===== src/rtl/arb_req_agent.sv =====
// Requester front end for the shared fixed-priority arbiter: buffers client beats, requests once a full
// packet is held, streams it under lock, then idles one cycle. Optional head timeout: ARB_REQ_AGENT_TIMEOUT_EN.
module arb_req_agent #(
  parameter int DATA_W     = 32,
  parameter int FIFO_DEPTH = 8,
  parameter int TIMEOUT    = 255
) (
  input  logic              clk,
  input  logic              rst_n,
  input  logic              cmd_valid,
  output logic              cmd_ready,
  input  logic [DATA_W-1:0] cmd_data,
  input  logic              cmd_last,
  output logic              req,
  input  logic              grant,
  output logic              bus_valid,
  output logic [DATA_W-1:0] bus_data,
  output logic              bus_last,
  output logic              bus_lock,
  output logic              err_timeout,
  output logic [2:0]        dbg_state
);
  localparam int AW = $clog2(FIFO_DEPTH);
  localparam int CW = $clog2(FIFO_DEPTH + 1);

  // Handshakes: a client beat transfers when cmd_valid & cmd_ready; a bus beat transfers whenever
  // bus_valid is high (grant is already folded in), with no back-pressure from the bus side.
  typedef enum logic [2:0] {
    S_IDLE,
    S_REQ,
    S_XFER,
    S_GAP
`ifdef ARB_REQ_AGENT_TIMEOUT_EN
    , S_FLUSH
`endif
  } state_t;

  state_t          state_q, state_d;
  logic [DATA_W:0] mem_q [FIFO_DEPTH];
  logic [DATA_W:0] mem_d [FIFO_DEPTH];
  logic [AW-1:0]   wr_ptr_q, wr_ptr_d;
  logic [AW-1:0]   rd_ptr_q, rd_ptr_d;
  logic [CW-1:0]   count_q, count_d;
  logic [CW-1:0]   pkt_cnt_q, pkt_cnt_d;
  logic            req_q, req_d;
  logic            push, pop, full, head_last, flush_done;
  logic [DATA_W:0] head;

  assign head      = mem_q[rd_ptr_q];
  assign head_last = head[DATA_W];
  assign bus_data  = head[DATA_W-1:0];
  assign bus_last  = head_last;
  assign full      = (count_q == CW'(FIFO_DEPTH));
  // A pop in this cycle frees a slot, so a full buffer can still take a beat.
  assign cmd_ready = !full || pop;
  assign push      = cmd_valid && cmd_ready;
  assign req       = req_q;
  assign dbg_state = state_q;
  assign err_timeout = flush_done;

`ifdef ARB_REQ_AGENT_TIMEOUT_EN
  localparam int TW = $clog2(TIMEOUT + 1);
  logic [TW-1:0] tmo_q, tmo_d;
  logic          tmo_hit;

  always_comb begin
    tmo_d = '0;
    if (state_q == S_REQ && !grant) tmo_d = tmo_q + TW'(1);
  end

  assign tmo_hit = (state_q == S_REQ) && !grant && (tmo_q == TW'(TIMEOUT - 1));

  always_ff @(posedge clk) begin
    if (!rst_n) tmo_q <= '0;
    else        tmo_q <= tmo_d;
  end
`endif

  always_comb begin
    state_d    = state_q;
    pop        = 1'b0;
    bus_valid  = 1'b0;
    bus_lock   = 1'b0;
    flush_done = 1'b0;
    case (state_q)
      S_IDLE: if (pkt_cnt_q != '0) state_d = S_REQ;
      S_REQ: begin
        if (grant) begin
          bus_valid = 1'b1;
          pop       = 1'b1;
          state_d   = head_last ? S_GAP : S_XFER;
        end
`ifdef ARB_REQ_AGENT_TIMEOUT_EN
        else if (tmo_hit) state_d = S_FLUSH;
`endif
      end
      S_XFER: begin
        bus_lock = 1'b1;
        if (grant) begin
          bus_valid = 1'b1;
          pop       = 1'b1;
          if (head_last) state_d = S_GAP;
        end
      end
      S_GAP: state_d = S_IDLE;
`ifdef ARB_REQ_AGENT_TIMEOUT_EN
      // The whole head packet is buffered, so draining it never underflows.
      S_FLUSH: begin
        pop = 1'b1;
        if (head_last) begin
          flush_done = 1'b1;
          state_d    = S_GAP;
        end
      end
`endif
      default: state_d = S_IDLE;
    endcase
    req_d = (state_d == S_REQ) || (state_d == S_XFER);
  end

  always_comb begin
    mem_d     = mem_q;
    wr_ptr_d  = wr_ptr_q;
    rd_ptr_d  = rd_ptr_q;
    count_d   = count_q;
    pkt_cnt_d = pkt_cnt_q;
    if (push) begin
      mem_d[wr_ptr_q] = {cmd_last, cmd_data};
      wr_ptr_d        = wr_ptr_q + AW'(1);
    end
    if (pop) rd_ptr_d = rd_ptr_q + AW'(1);
    case ({push, pop})
      2'b10:   count_d = count_q + CW'(1);
      2'b01:   count_d = count_q - CW'(1);
      default: count_d = count_q;
    endcase
    case ({push && cmd_last, pop && head_last})
      2'b10:   pkt_cnt_d = pkt_cnt_q + CW'(1);
      2'b01:   pkt_cnt_d = pkt_cnt_q - CW'(1);
      default: pkt_cnt_d = pkt_cnt_q;
    endcase
  end

  always_ff @(posedge clk) begin
    mem_q <= mem_d;
  end

  always_ff @(posedge clk) begin
    if (!rst_n) begin
      state_q   <= S_IDLE;
      wr_ptr_q  <= '0;
      rd_ptr_q  <= '0;
      count_q   <= '0;
      pkt_cnt_q <= '0;
      req_q     <= 1'b0;
    end else begin
      state_q   <= state_d;
      wr_ptr_q  <= wr_ptr_d;
      rd_ptr_q  <= rd_ptr_d;
      count_q   <= count_d;
      pkt_cnt_q <= pkt_cnt_d;
      req_q     <= req_d;
    end
  end
endmodule


===== config.mk =====
export PLATFORM = sky130hd
export DESIGN_NAME = arb_req_agent
export DESIGN_NICKNAME = d
export VERILOG_FILES = /design/src/rtl/arb_req_agent.sv
export SDC_FILE = /design/constraint.sdc
export NUM_CORES = 1
export LEC_CHECK = 0
export BUFFER_PORTS_ARGS = -buffer_cell sky130_fd_sc_hd__buf_4
export CAP_MARGIN = 20
export CORE_MARGIN = 4
export CORE_UTILIZATION = 50
export CTS_BUF_LIST = sky130_fd_sc_hd__clkbuf_16
export DETAILED_ROUTE_END_ITERATION = 16
export PLACE_DENSITY = 0.67
export SLEW_MARGIN = 20
export SYNTH_ARGS = -nofsm -noshare
export SYNTH_HDL_FRONTEND = slang
export SYNTH_SLANG_ARGS = --single-unit

===== constraint.sdc =====
create_clock -name clk -period 9.45 [get_ports clk]
set_input_delay 2.3625 -clock clk [delete_from_list [all_inputs] [get_ports clk]]
set_output_delay 2.3625 -clock clk [all_outputs]
set_load 0.01 [all_outputs]

==> flow_summary_export.csv, run 1 <==
group,metric,value,unit
sta,fin_ws,3.911,ns
sta,worstMarginPinSlew,1.088,ns
sta,rsz0062_at_grt,"false",
worst_setup_path,worstPathRequired,7.09,ns
detailed_routing,avgRoutedWirePerCell,22.75,µm
placement,dp_hpwl,11590,µm
sta,fin_hold_ws,0.4842,ns
detailed_routing,dr.pass1.iters,4,
cts,postCtsHoldBufs,0,
detailed_routing,met3_length,1407,µm
floorplan,die_area,24580,µm²
cts,cts-htree-levels,1,
global_routing,grtUsageTotal,17.12,%
worst_setup_path,setup.worst_path.end_class,"output pin",
detailed_routing,ant_nets,0,
synth,ys_ff_latch,282,
floorplan,die_h,156.8,µm
detailed_routing,drt-met1-wl,8713,µm
synth,synthFlopType,"edfxtp_1",
worst_setup_path,cp_common_cell,"buf_4",
finish,fillCellCount,1583,
worst_setup_path,crit_family,"simple AND/OR/NAND/NOR gates",
power_and_ir_drop,leakagePower,4.182,nW
detailed_routing,top_layer,"met5",
floorplan,io-pin-count,78,
cts,cts_root_buf,"clkbuf_16",
detailed_routing,post_drt_via_cell_ratio,5.715,
flow_run,maxCapViolCount,0,
synth,synth_area,11070,µm²
detailed_routing,vias,5172,
hold_path,hp-class,"reg2reg",
synth,yosysSeqAreaShare,74.87,%
cts,clkSinkCount,282,
worst_setup_path,rrSetupSlack,6.32,ns
synth,ys_types,42,
finish,final_common_cell,"edfxtp_1",
global_routing,grt_remaining_overflow,0,
floorplan,rows,54,
synth,syn-mean-instance-area,21.66,µm²
synth,synth_top_area_share,71.62,%
synth,synth.area.top_cells,"edfxtp_1 (72%), mux4_2 (11%), mux2_2 (3.5%)",
sta,period_share,58.61,%
cts,cts_resized,0,
cts,clkLatencyLatePin,0.53,ns
sta,slew_viol_final,0,
detailed_routing,first_iter_violations,412,
sta,final-setup-viol-count,0,
worst_setup_path,cp-start-kind,"primary input",
power_and_ir_drop,power_density,197.9,nW/µm²
global_routing,grt_max_degree,71,
cts,cts_buffers,28,
placement,io_buffers,76,
finish,diodes,0,
placement,gp_congestion,0.6960,
detailed_routing,drc_errors,0,
detailed_routing,wirelength,20590,µm
worst_setup_path,path_buf_inv,2,
finish,nets,651,
finish,layout_common_cells,"edfxtp_1 (264), buf_4 (88), mux4_2 (53)",
synth,synth_top_cell_by_area,"edfxtp_1",
global_routing,antenna_found_initial,1,
worst_setup_path,path_cells,"buf_4 -> nand2b_1 -> nor2_1 -> buf_4",
finish,multi_input_area,2655,µm²
cts,clk_pin_slew,0.06,ns
power_and_ir_drop,irDropWorstVdd,0.1442,mV
floorplan,die-width,156.8,µm
global_routing,grt_pass1_wl,31870,µm
worst_setup_path,worst-setup-path-type,"in2out",
status,outcome,"complete, no violations",
finish,area_delta_synth_final,15.41,%
worst_setup_path,slowest_stage,"nor2_1",
synth,synth_warnings,0,
floorplan,core,21820,µm²
synth,synth_cells,511,
finish,drive_above_1_share,35.68,%
cts,clockBufferDepth,3,
worst_setup_path,critPathMaxFanout,6,
cts,post_cts_buffers,0,
sta,max_freq,180.5,MHz
synth,synth_edf_count,264,
cts,cts_tree,"yes",
synth,synthArstFlopShare,0,%
detailed_routing,wl_met2,10130,µm
sta,finalHoldViolations,0,
worst_setup_path,worstPathArrival,3.18,ns
placement,dp_slack,3.910,ns
sta,relSlewSlack,27.46,%
sta,period_needed,5.539,ns
finish,regArea,8297,µm²
sta,tns,0,ns
floorplan,start_util,50.72,%
global_routing,grt_pass1_vias,5491,
worst_setup_path,critPathMaxStageDelay,0.42,ns
sta,clock_skew,0.007080,ns
-- synthesized netlist by cell type (2+ instances only) --
library cell and n:
nand2b_1 9, buf_6 3, nand3_1 2, edfxtp_1 264, and2_1 6, ha_1 8, mux2i_1 8, a21boi_0 2
nor4b_1 2, nor3b_1 2, clkbuf_1 9, mux2_2 34, xnor2_1 3, nand2_1 10, or3_1 3, a21oi_1 5
mux4_2 53, buf_12 3, xor2_1 6, nor3_1 6, dfxtp_1 18, mux4_1 11, nor2b_1 8, buf_2 8
o21ai_0 5, nor2_1 7
-- stage by stage --
| step | utilization (%) | std cells | area, µm² | total power [W] |
|---|---|---|---|---|
| 2_1_floorplan | - | 512 | 11070 | 0.001515 |
| 3_3_place_gp | 54.83 | 856 | 11970 | 0.001577 |
| 3_5_place_dp | 54.83 | 856 | 11970 | 0.001585 |
| 4_1_cts | 58.54 | 905 | 12770 | 0.002557 |
| 5_1_grt | 58.54 | 905 | 12770 | 0.002624 |
| 6_report | 58.54 | 905 | 12770 | 0.002529 |
-- layout make-up --
type	instances	area share [%]
tap	280	2.742
clock inverter	20	0.6464
clock buffer	29	5.681
multi-input combinational	205	20.78
timing repair buffer	88	5.171
inverter	1	0.02938
sequential	282	64.95
-- cells by family after synthesis --
logic type,Yosys count,synth area share (%)
other,1,0.03388
adders and majority gates,8,0.9043
xor gates and xnor gates,9,0.7121
and+or+nand+nor,59,3.052
DFF,282,74.87
AOI/OAI and AO/OA,20,1.130
muxes,107,17.68
buffers and inverters,25,1.616
-- layer usage --
| layer | GRT usage (%) | up-vias |
|---|---|---|
| li1 | - | 2302 |
| met1 | 24.29 | 2691 |
| met2 | 27.94 | 150 |
| met3 | 3.346 | 27 |
| met4 | 4.008 | 2 |
| met5 | 0 | - |
-- sequential cells by signal, indices dropped and copies added, names as in the netlist --
signal	cells
wr_ptr_q	3
req	1
mem_q	264
rd_ptr_q	3
dbg_state	3
pkt_cnt_q	4
count_q	4
-- worst register-to-register path, stage by stage, from the launching register on --
cell and delay, ns:
dfxtp_4 0.96, a2111oi_1 0.26, nor4b_2 0.50, ha_1 0.33, xor2_1 0.17, ha_1 0.16, a21oi_1 0.05, xor2_1 0.15
or3_1 0.30, a21boi_0 0.17
-- report_power, final --
group / internal, W / switching (W)
Combinational: 0.0000697 / 0.0000731
Sequential: 0.00140 / 0.0000133
Clock: 0.000548 / 0.000425
Total: 0.00202 / 0.000512
-- worst paths after layout --
kind | end | depth (start not counted) | startpoint
hold reg to reg | pkt_cnt_q[3]$_SDFFE_PN0P_ | 2 | pkt_cnt_q[3]$_SDFFE_PN0P_
setup reg to reg | pkt_cnt_q[2]$_SDFFE_PN0P_ | 9 | rd_ptr_q[1]$_SDFFE_PN0P_
setup / recovery | bus_valid | 4 | grant
hold / removal | pkt_cnt_q[3]$_SDFFE_PN0P_ | 2 | pkt_cnt_q[3]$_SDFFE_PN0P_
(Power assumes the default switching activity.)
==> run 2: changes to the inputs <==
--- a/config.mk
+++ b/config.mk
@@ -11,7 +11,7 @@
 export CORE_UTILIZATION = 50
 export CTS_BUF_LIST = sky130_fd_sc_hd__clkbuf_16
 export DETAILED_ROUTE_END_ITERATION = 16
-export PLACE_DENSITY = 0.67
+export PLACE_DENSITY = 0.7
 export SLEW_MARGIN = 20
 export SYNTH_ARGS = -nofsm -noshare
 export SYNTH_HDL_FRONTEND = slang
==> constraint.sdc (replaced) <==
create_clock -name clk -period 4.48 [get_ports clk]
set_input_delay 1.12 -clock clk [delete_from_list [all_inputs] [get_ports clk]]
set_output_delay 1.12 -clock clk [all_outputs]
set_load 0.01 [all_outputs]
==> run 2 against run 1 <==
Net effect:
- die area unchanged
- final area increased by 1.7%
- flip-flop and latch count unchanged
- critical path type is now reg2out
- highest routed layer is now met4
==> flow_summary_export.csv, run 2 (synthesized netlist as in run 1, its figures left out) <==
group,metric,value,unit
finish,top_register,"mem_q",
placement,place_area,12050,µm²
detailed_routing,drc_errors,0,
power_and_ir_drop,power_density,433.2,nW/µm²
finish,design_area,12990,µm²
cts,clockBufferDepth,3,
cts,cts_resized,0,
worst_setup_path,worst-setup-path-type,"reg2out",
floorplan,die_h,156.8,µm
floorplan,start_util,50.72,%
detailed_routing,dr.pass1.iters,6,
sta,slew_viol_final,0,
power_and_ir_drop,sequentialPowerShare,52.9,%
power_and_ir_drop,totalPowerFinal,0.005627,W
power_and_ir_drop,swShare,19.99,%
global_routing,grtUsageTotal,17.22,%
worst_setup_path,setup.worst_path.end_class,"output pin",
global_routing,grt_remaining_overflow,0,
cts,cts_root_buf,"clkbuf_16",
finish,fin_util,59.52,%
sta,clock_skew,0.009287,ns
global_routing,globalRouteMet2Util,29.91,%
sta,period_needed,3.606,ns
power_and_ir_drop,irDropWorstVdd,0.2776,mV
finish,layout_common_cells,"edfxtp_1 (264), buf_4 (93), mux4_2 (53)",
detailed_routing,first_iter_violations,276,
floorplan,die_area,24580,µm²
global_routing,grt_pass1_wl,32330,µm
placement,gp_congestion,0.7099,
worst_setup_path,slowest_stage,"mux4_1",
detailed_routing,wirelength,20690,µm
placement,dp_hpwl,12350,µm
power_and_ir_drop,switchingPower,0.001125,W
status,outcome,"complete, no violations",
cts,clkSinkCount,282,
cts,cts_tree,"yes",
placement,dp_slack,0.8537,ns
detailed_routing,avgRoutedWirePerCell,22.61,µm
worst_setup_path,cp-start-kind,"register",
cts,post_cts_buffers,0,
finish,final_cells,915,
floorplan,die-width,156.8,µm
worst_setup_path,critPathMaxStageDelay,0.60,ns
worst_setup_path,cp_common_cell,"buf_4",
floorplan,io-pin-count,78,
finish,reg.largest.list,"mem_q (264), count_q (4), pkt_cnt_q (4)",
sta,relSlewSlack,49.86,%
worst_setup_path,path_cells,"buf_4 -> mux4_1 -> mux2_2 -> buf_4",
global_routing,antenna_found_initial,0,
power_and_ir_drop,internal_power,0.004502,W
detailed_routing,post_drt_via_cell_ratio,5.652,
worst_setup_path,worstPathArrival,2.49,ns
hold_path,hp-class,"reg2reg",
global_routing,grtUsageMet3,3.014,%
sta,fin_ws,0.8735,ns
sta,finalHoldViolations,0,
sta,rsz0062_at_grt,"false",
power_and_ir_drop,leakagePower,4.286,nW
cts,clk_pin_slew,0.06,ns
flow_run,maxCapViolCount,0,
global_routing,grt_max_degree,41,
worst_setup_path,crit_family,"multiplexers",
global_routing,grt_pass1_vias,5737,
worst_setup_path,path_buf_inv,2,
finish,final_common_cell,"edfxtp_1",
sta,final-setup-viol-count,0,
placement,io_buffers,76,
detailed_routing,ant_nets,0,
cts,cts_buffers,28,
sta,max_freq,277.3,MHz
sta,period_share,80.50,%
finish,area_delta_synth_final,17.34,%
cts,clkLatencyLatePin,0.53,ns
finish,nets,658,
finish,largest_reg_flops,264,
floorplan,rows,54,
cts,postCtsHoldBufs,0,
floorplan,core,21820,µm²
finish,drive_above_1_share,37.32,%
placement,dp.cells,863,
sta,worstMarginPinSlew,0.7522,ns
worst_setup_path,worstPathRequired,3.36,ns
finish,diodes,0,
cts,cts-htree-levels,1,
worst_setup_path,critPathMaxFanout,18,
power_and_ir_drop,p_comb_share,5.5,%
global_routing,grt.busiest_layer,"met2",
detailed_routing,vias,5172,
power_and_ir_drop,clkPwrFrac,41.6,%
global_routing,grtUsageMet1,22.76,%
## run 2: changes by cell type in the layout (fill, tap and decap cells not counted), moves of 2 or more
cell       previous run  this run
clkinv_1             11         8
bufinv_16             0         4
buf_12                0         2
buf_4                88        93
## run 2: path summary, 6_finish.rpt
check                                         startpoint                         to  slack [ns]  depth (start not counted)
worst max-delay path            rd_ptr_q[0]$_SDFFE_PN0P_                bus_data[0]        0.87                          4
worst min-delay path             count_q[3]$_SDFFE_PN0P_    count_q[3]$_SDFFE_PN0P_        0.48                          2
worst max register to register  rd_ptr_q[2]$_SDFFE_PN0P_  pkt_cnt_q[2]$_SDFFE_PN0P_        1.57                          9
worst min register to register   count_q[3]$_SDFFE_PN0P_    count_q[3]$_SDFFE_PN0P_        0.48                          2
## run 2: final cells by class
class	count	area, µm²
multi-input cells	205	2664
clock buffers	29	725.7
fillers	1537	8835
flip-flops and latches	282	8297
repair buffers	95	738.2
clock inverters	23	210.2
inverters	1	3.754
well taps	280	350.3
## run 2: metrics by stage
step | hold slack, ns | setup TNS (ns)
after floorplan | 0.4379 | -16.80
after global placement | 0.4472 | 0
after detailed placement | 0.4723 | 0
after CTS | 0.4811 | 0
after global routing | 0.4966 | 0
final | 0.4800 | 0
## run 2: worst register-to-register path, cell delays in order, from the launching register on
cell and delay (ns):
dfxtp_2 0.82, nor3b_1 0.20, nor4b_2 0.49, ha_1 0.32, xor2_1 0.18, ha_1 0.17
a21oi_1 0.05, xor2_1 0.15, or3_1 0.30, a21boi_0 0.16
## run 2: metal layers
| metal | routed length, µm | part of all wire [%] |
|---|---|---|
| met5 | 0 | 0 |
| met4 | 344 | 1.7 |
| met3 | 1312 | 6.3 |
| met2 | 10910 | 53 |
| met1 | 8123 | 39 |
## run 2: power by group through the flow
| stage | sequential, W | clock (W) | combinational [W] |
|---|---|---|---|
| after floorplan | 0.00303 | 0 | 0.000165 |
| after global placement | 0.00303 | 0 | 0.000302 |
| after detailed placement | 0.00304 | 0 | 0.000313 |
| after CTS | 0.00298 | 0.00240 | 0.000315 |
| after global routing | 0.00298 | 0.00252 | 0.000335 |
| final | 0.00298 | 0.00234 | 0.000308 |
